<file path="config.mk">
export PLATFORM = sky130hd
export DESIGN_NAME = piso_serializer
export DESIGN_NICKNAME = d
export VERILOG_FILES = /design/src/rtl/piso_serializer.sv
export SDC_FILE = /design/constraint.sdc
export NUM_CORES = 1
export LEC_CHECK = 0
export ABC_AREA = 0
export BUFFER_PORTS_ARGS = -buffer_cell sky130_fd_sc_hd__buf_2
export CAP_MARGIN = 20
export CORE_AREA = 2 2 39 41
export DETAILED_ROUTE_END_ITERATION = 7
export DIE_AREA = 0 0 41 43
export PLACE_DENSITY = 0.82
export SYNTH_ARGS = -nofsm -noshare
export SYNTH_HDL_FRONTEND = slang
export SYNTH_SLANG_ARGS = --single-unit
export TNS_END_PERCENT = 20
</file>
<file path="constraint.sdc">
create_clock -name Clk -period 2.3 [get_ports Clk]
set_clock_uncertainty 0.1 [all_clocks]
set_input_delay 0.23 -clock Clk [delete_from_list [all_inputs] [get_ports Clk]]
set_output_delay 0.23 -clock Clk [all_outputs]
set_load 0.005 [all_outputs]
</file>
<file path="src/rtl/piso_serializer.sv">
// Parallel-in, serial-out transmitter: loads a WIDTH-bit word on Load and shifts it
// out one bit per enabled clock on Qout, flagged by Qvalid, with a one-cycle Done pulse.
module piso_serializer #(
  parameter int WIDTH     = 8,
  parameter bit MSB_FIRST = 1'b1
) (
  input  logic             Clk,
  input  logic             Rst,
  input  logic             En,
  input  logic             Load,
  input  logic [WIDTH-1:0] Din,
  output logic             Ready,
  output logic             Qout,
  output logic             Qvalid,
  output logic             Done
);

  localparam int CW = $clog2(WIDTH);
  localparam logic [CW-1:0] LAST = CW'(WIDTH - 1);

  typedef enum logic {
    IDLE  = 1'b0,
    SHIFT = 1'b1
  } state_t;

  state_t           state_q;
  logic [WIDTH-1:0] shreg_q;
  logic [CW-1:0]    cnt_q;
  logic             done_q;
  logic             out_bit;

  // The output end of the shift register always holds the bit currently on the line.
  assign out_bit = MSB_FIRST ? shreg_q[WIDTH-1] : shreg_q[0];

  assign Ready  = (state_q == IDLE);
  assign Qvalid = (state_q == SHIFT);
  assign Qout   = (state_q == SHIFT) & out_bit;
  assign Done   = done_q;

  always_ff @(posedge Clk or negedge Rst) begin
    if (!Rst) begin
      state_q <= IDLE;
      shreg_q <= '0;
      cnt_q   <= '0;
      done_q  <= 1'b0;
    end else begin
      done_q <= 1'b0;
      case (state_q)
        IDLE: begin
          if (Load) begin
            shreg_q <= Din;
            cnt_q   <= '0;
            state_q <= SHIFT;
          end
        end
        SHIFT: begin
          if (En) begin
            if (cnt_q == LAST) begin
              state_q <= IDLE;
              done_q  <= 1'b1;
            end else begin
              cnt_q <= cnt_q + 1'b1;
              if (MSB_FIRST) shreg_q <= {shreg_q[WIDTH-2:0], 1'b0};
              else           shreg_q <= {1'b0, shreg_q[WIDTH-1:1]};
            end
          end
        end
        default: state_q <= IDLE;
      endcase
    end
  end

endmodule

</file>
# Word-level counts from Yosys, hierarchy flattened
# Index checks and enable logic that the tools add are counted.
# totals
input_bits	12
output_inout_bits	4
reg_bits	13
wordCells	27
# op_classes
n_reduce_logical	1
addsub	1
n_bitwise	2
muxes	15
eq_ne	4
# op_table
cell	count
$mux W8	3
$pmux W8 S2	1
$mux W3	3
$mux W1	6
$ne A2 B2 Y1 const B	3
$pmux W3 S2	1
$add A3 B1 Y3 const B	1
$eq A3 B3 Y1 const B	1
$reduce_and A3 Y1	1
$pmux W1 S2	1
$and A1 B1 Y1	1
$not A1 Y1	1

# Depth between registers and ports, before layout
# depth
ltp_word	4
depth_mapped	6
ltp_nobuf	5

# Worst setup path after synthesis
# No wires, ideal clock.
# synth_path
path_kind	register to register
from	register cnt_q[0]
to	register shreg_q[1]
setup_time_ns	0.121
t_required_ns	2.079
period_less_slack_ns	1.505
setup_slack_ns	0.795
path_stages_with_launch	7
path_buffers	1
arrival_time_ns	1.283
cell_sequence	dfrtp_1 ha_1 ha_1 nand3b_2 buf_6 o22ai_2 a21oi_2
# synth_via
elab_chain_cells	3
# synth_rtl
item	line_no	rtl
from (decl)	28	logic [CW-1:0] cnt_q;
from (signal assigned)	62	cnt_q <= cnt_q + 1'b1;
$eq A3 B3 Y1	58	if (cnt_q == LAST) begin
$ne A2 B2 Y1 (no line)	--	
$reduce_and A3 Y1 (no line)	--	
to (signal assigned)	51	shreg_q <= Din;
to (signal assigned)	63	if (MSB_FIRST) shreg_q <= {shreg_q[WIDTH-2:0], 1'b0};
to (signal assigned)	64	else shreg_q <= {1'b0, shreg_q[WIDTH-1:1]};
to (decl)	27	logic [WIDTH-1:0] shreg_q;
# Every way passes these cells.
# A chain may end at the register's enable or synchronous reset.

# Final worst setup path
# layout_path
from	register cnt_q[0]
to	register shreg_q[7]
# The elaborated chain is that of the path after synthesis.

==> reports/summary.txt <==
=================================================================================
Outcome ............................................................ complete, no violations
FILL cells .........................................................          138
Core Area .......................................................... 0.00138 mm^2
Pin count of the biggest net entering global routing ...............           22
Number of resized instances in the post-cts repair step ............            0
First-pass GRT wire length .........................................      1750 um
Full die area ...................................................... 0.00176 mm^2
Arrival time at the worst endpoint .................................      1.98 ns
Port Buf Inserts ...................................................           15
Simple-gate share of the synthesized area ..........................        15.4%
Total Negative Setup Slacks ........................................         0 ns
Worst Hold Path Cells ..............................................            3
Remaining max-slew budget at the tightest pin ......................        62.9%
Cell family with the largest share of critical-path delay .......... simple AND/OR/NAND/NOR gates
Required time reported for the critical path endpoint ..............      2.34 ns
Clock tree from TritonCTS ..........................................         done
Worst-path cell with the longest stage delay ....................... sky130_fd_sc_hd__nand3b_2
Flip-flop and latch count after synthesis ..........................           13
Number of buffers added to fix hold violations after cts ...........            1
Area fraction in compound gates after synthesis ....................        23.7%
Number of standard cells after synthesis ...........................           59
H-tree levels ......................................................            1
EDFF count, synth ..................................................            0
Vias ...............................................................          454
Clock root cell .................................................... sky130_fd_sc_hd__clkbuf_4
I/O pin count ......................................................           16
Area added between synthesis and finish ............................        14.8%
Transition at the pin with the smallest max-transition slack .......     0.553 ns
Final Max Tran Viols ...............................................            0
Die outline width ..................................................        41 um
Crit path launch type ..............................................         flop
Register area ......................................................     325 um^2
Grt total ovfl .....................................................            0
DRC viols ..........................................................            0
Initial antenna violation count ....................................            0
CP Class ........................................................... flop to flop
Routed wire length .................................................      1080 um
Area of combinational cells with multiple inputs ...................     279 um^2
Ratio of routed vias to standard cells .............................         4.99
Sequential-to-total area share from yosys stat .....................        50.0%
Leakage ............................................................     0.348 nW
Count of standard-cell rows ........................................           14
Most instantiated flip-flop cell in the synthesis netlist .......... sky130_fd_sc_hd__dfrtp_1
Hold Fails Final Rpt ...............................................            0
VDD IR max .........................................................     0.505 mV
Residual antenna-violating net count after detailed routing ........            0
Number of cells on the worst reg-to-reg path .......................            5
Most repeated library cell on the critical path .................... sky130_fd_sc_hd__ha_1
Number of buffers on the longest clock path ........................            2
Final critical-path required period ................................      1.94 ns
Unrepaired setup endpoints after global routing ....................           no
Count of warnings emitted by yosys .................................            0
Global routing usage summed across all routing layers ..............        14.8%
Hpwl dp ............................................................       742 um
Final period util ..................................................        84.5%
Multiplexer area fraction after synthesis ..........................           0%
CTS buffer count ...................................................            3
Layout net count ...................................................           90
Number of max-cap violations .......................................            0
Layout cell share with drive strength beyond 1 .....................        42.7%
RePlAce Congestion .................................................        0.693
Routed wirelength normalized by instance count .....................      11.9 um
Final design utilization ...........................................        54.0%
Share of the synthesized netlist area taken by xor and xnor gates ..           0%
Final setup violating endpoints ....................................            0
Achievable Freq ....................................................      514 MHz
Class of the tightest hold or removal check ........................ input pin to flop
Number of buffer and inverter instances along the worst setup path .            0
Synth cell types ...................................................           19
Via count of the first global-routing pass .........................          415
Share of async-settable or async-resettable flops after synthesis ..         100%
Num Clock Sinks ....................................................           13
Synthesized area per cell ..........................................    11.0 um^2
Post-CTS setup buffer count ........................................            0
DIE HEIGHT .........................................................        43 um
Ordered list of cells on the worst path ............................ ha_1, ha_1, nand3b_2, o22ai_1, a21oi_1
Delay contributed by the slowest stage of the critical path ........      0.54 ns
Clk slew on worst S/H paths ........................................      0.08 ns
Number of detailed-route iterations in the first pass ..............            4
Endpoint kind of the worst setup timing path .......................         flop
Initial standard-cell utilization of the core ......................        47.0%
Drt first-iter violations ..........................................           12
Stages on the worst setup path .....................................            5
Combinational family with the most area after synthesis ............ compound AO/OA/AOI/OAI gates
Post-Synthesis Net Count ...........................................           73
Critical path peak fanout ..........................................           21
Insertion delay of the later-clocked pin in the worst-skew pair ....      0.27 ns
Synth Area in Adders ...............................................        3.85%
Cell area after technology mapping .................................     651 um^2
Power density of the placed cells .................................. 1070 mW/mm^2
Antenna Cells ......................................................            0
=================================================================================
==> layout make-up <==
type / instances / share of cell area [%]
tap: 16 / 2.68
inverter: 3 / 1.51
multi-input combinational: 39 / 37.4
clock buffer: 4 / 3.52
sequential: 13 / 43.6
timing repair buffer: 16 / 11.4
==> Yosys cell counts (2+ instances only) <==
library cell	instances	area share, %
sky130_fd_sc_hd__nor2_1	9	5.2
sky130_fd_sc_hd__nand2_1	2	1.2
sky130_fd_sc_hd__buf_6	2	3.5
sky130_fd_sc_hd__nand3_1	4	3.1
sky130_fd_sc_hd__o22ai_2	6	12
sky130_fd_sc_hd__inv_1	3	1.7
sky130_fd_sc_hd__dfrtp_1	13	50
sky130_fd_sc_hd__ha_1	2	3.8
sky130_fd_sc_hd__o21ai_1	3	2.3
sky130_fd_sc_hd__a21oi_2	6	8.1
==> tightest hold or removal path, stage by stage <==
cell and delay, ns:
sky130_fd_sc_hd__buf_2 0.07, sky130_fd_sc_hd__nand2_1 0.04, sky130_fd_sc_hd__nand2_1 0.05
==> routing by layer <==
layer | global-route usage [%] | up-vias | part of all wire [%]
li1 | - | 235 | -
met1 | 21.8 | 205 | 49
met2 | 19.1 | 14 | 43
met3 | 4.19 | 0 | 7.6
met4 | 8.00 | 0 | 0
met5 | 0 | - | 0
==> power by group <==
| group | leakage [nW] | internal (mW) | switching (mW) | total [mW] |
|---|---|---|---|---|
| registers | 0.150 | 0.315 | 0.0564 | 0.372 |
| clock network | 0.0150 | 0.0671 | 0.0738 | 0.141 |
| logic | 0.183 | 0.143 | 0.146 | 0.288 |
| total | 0.348 | 0.525 | 0.276 | 0.801 |
==> state kept, by name, summed over array words and instances, names as in the netlist <==
signal	flops
shreg_q	8
Qvalid	1
Done	1
cnt_q	3
==> kinds of logic (layout without fill, tap and decap cells) <==
logic type                 after synthesis  after routing
AOI/OAI and AO/OA                       17             17
and+or+nand+nor                         20             20
DFF                                     13             13
adders and majority gates                2              2
buffers and inverters                    7             23
==> layout by cell type (no fill, tap or decap) <==
cell type / instances
sky130_fd_sc_hd__a21oi_1: 1
sky130_fd_sc_hd__a21oi_2: 6
sky130_fd_sc_hd__and2_1: 1
sky130_fd_sc_hd__and3_1: 1
sky130_fd_sc_hd__buf_2: 15
sky130_fd_sc_hd__clkbuf_1: 1
sky130_fd_sc_hd__clkbuf_4: 3
sky130_fd_sc_hd__dfrtp_1: 13
sky130_fd_sc_hd__dlygate4sd3_1: 1
sky130_fd_sc_hd__ha_1: 2
sky130_fd_sc_hd__inv_1: 3
sky130_fd_sc_hd__nand2_1: 2
sky130_fd_sc_hd__nand2b_2: 1
sky130_fd_sc_hd__nand3_1: 4
sky130_fd_sc_hd__nand3b_2: 1
sky130_fd_sc_hd__nor2_1: 9
sky130_fd_sc_hd__nor2b_1: 1
sky130_fd_sc_hd__o21ai_1: 3
sky130_fd_sc_hd__o22ai_1: 1
sky130_fd_sc_hd__o22ai_2: 6
==> per-stage QoR <==
step	instances	worst slack, ns	power, mW	cell area [um^2]	hold WS [ns]
2_1_floorplan	59	0.795	0.613	651	-0.166
3_3_place_gp	86	0.428	0.651	711	0.0288
3_5_place_dp	86	0.381	0.664	711	0.0343
4_1_cts	91	0.360	0.809	747	0.0464
5_1_grt	91	0.219	0.879	747	0.0523
6_report	91	0.356	0.801	747	0.0554
==> final timing paths <==
path | start | to | slack [ns]
min in group asynchronous | Rst | Done | 0.26
worst max register to register | cnt_q[0] | shreg_q[7] | 0.36
worst max-delay path | cnt_q[0] | shreg_q[7] | 0.36
worst min-delay path | Din[0] | shreg_q[0] | 0.06
worst min register to register | cnt_q[0] | cnt_q[0] | 0.40
max in group asynchronous | Rst | shreg_q[2] | 1.61
(Power assumes the default switching activity.)
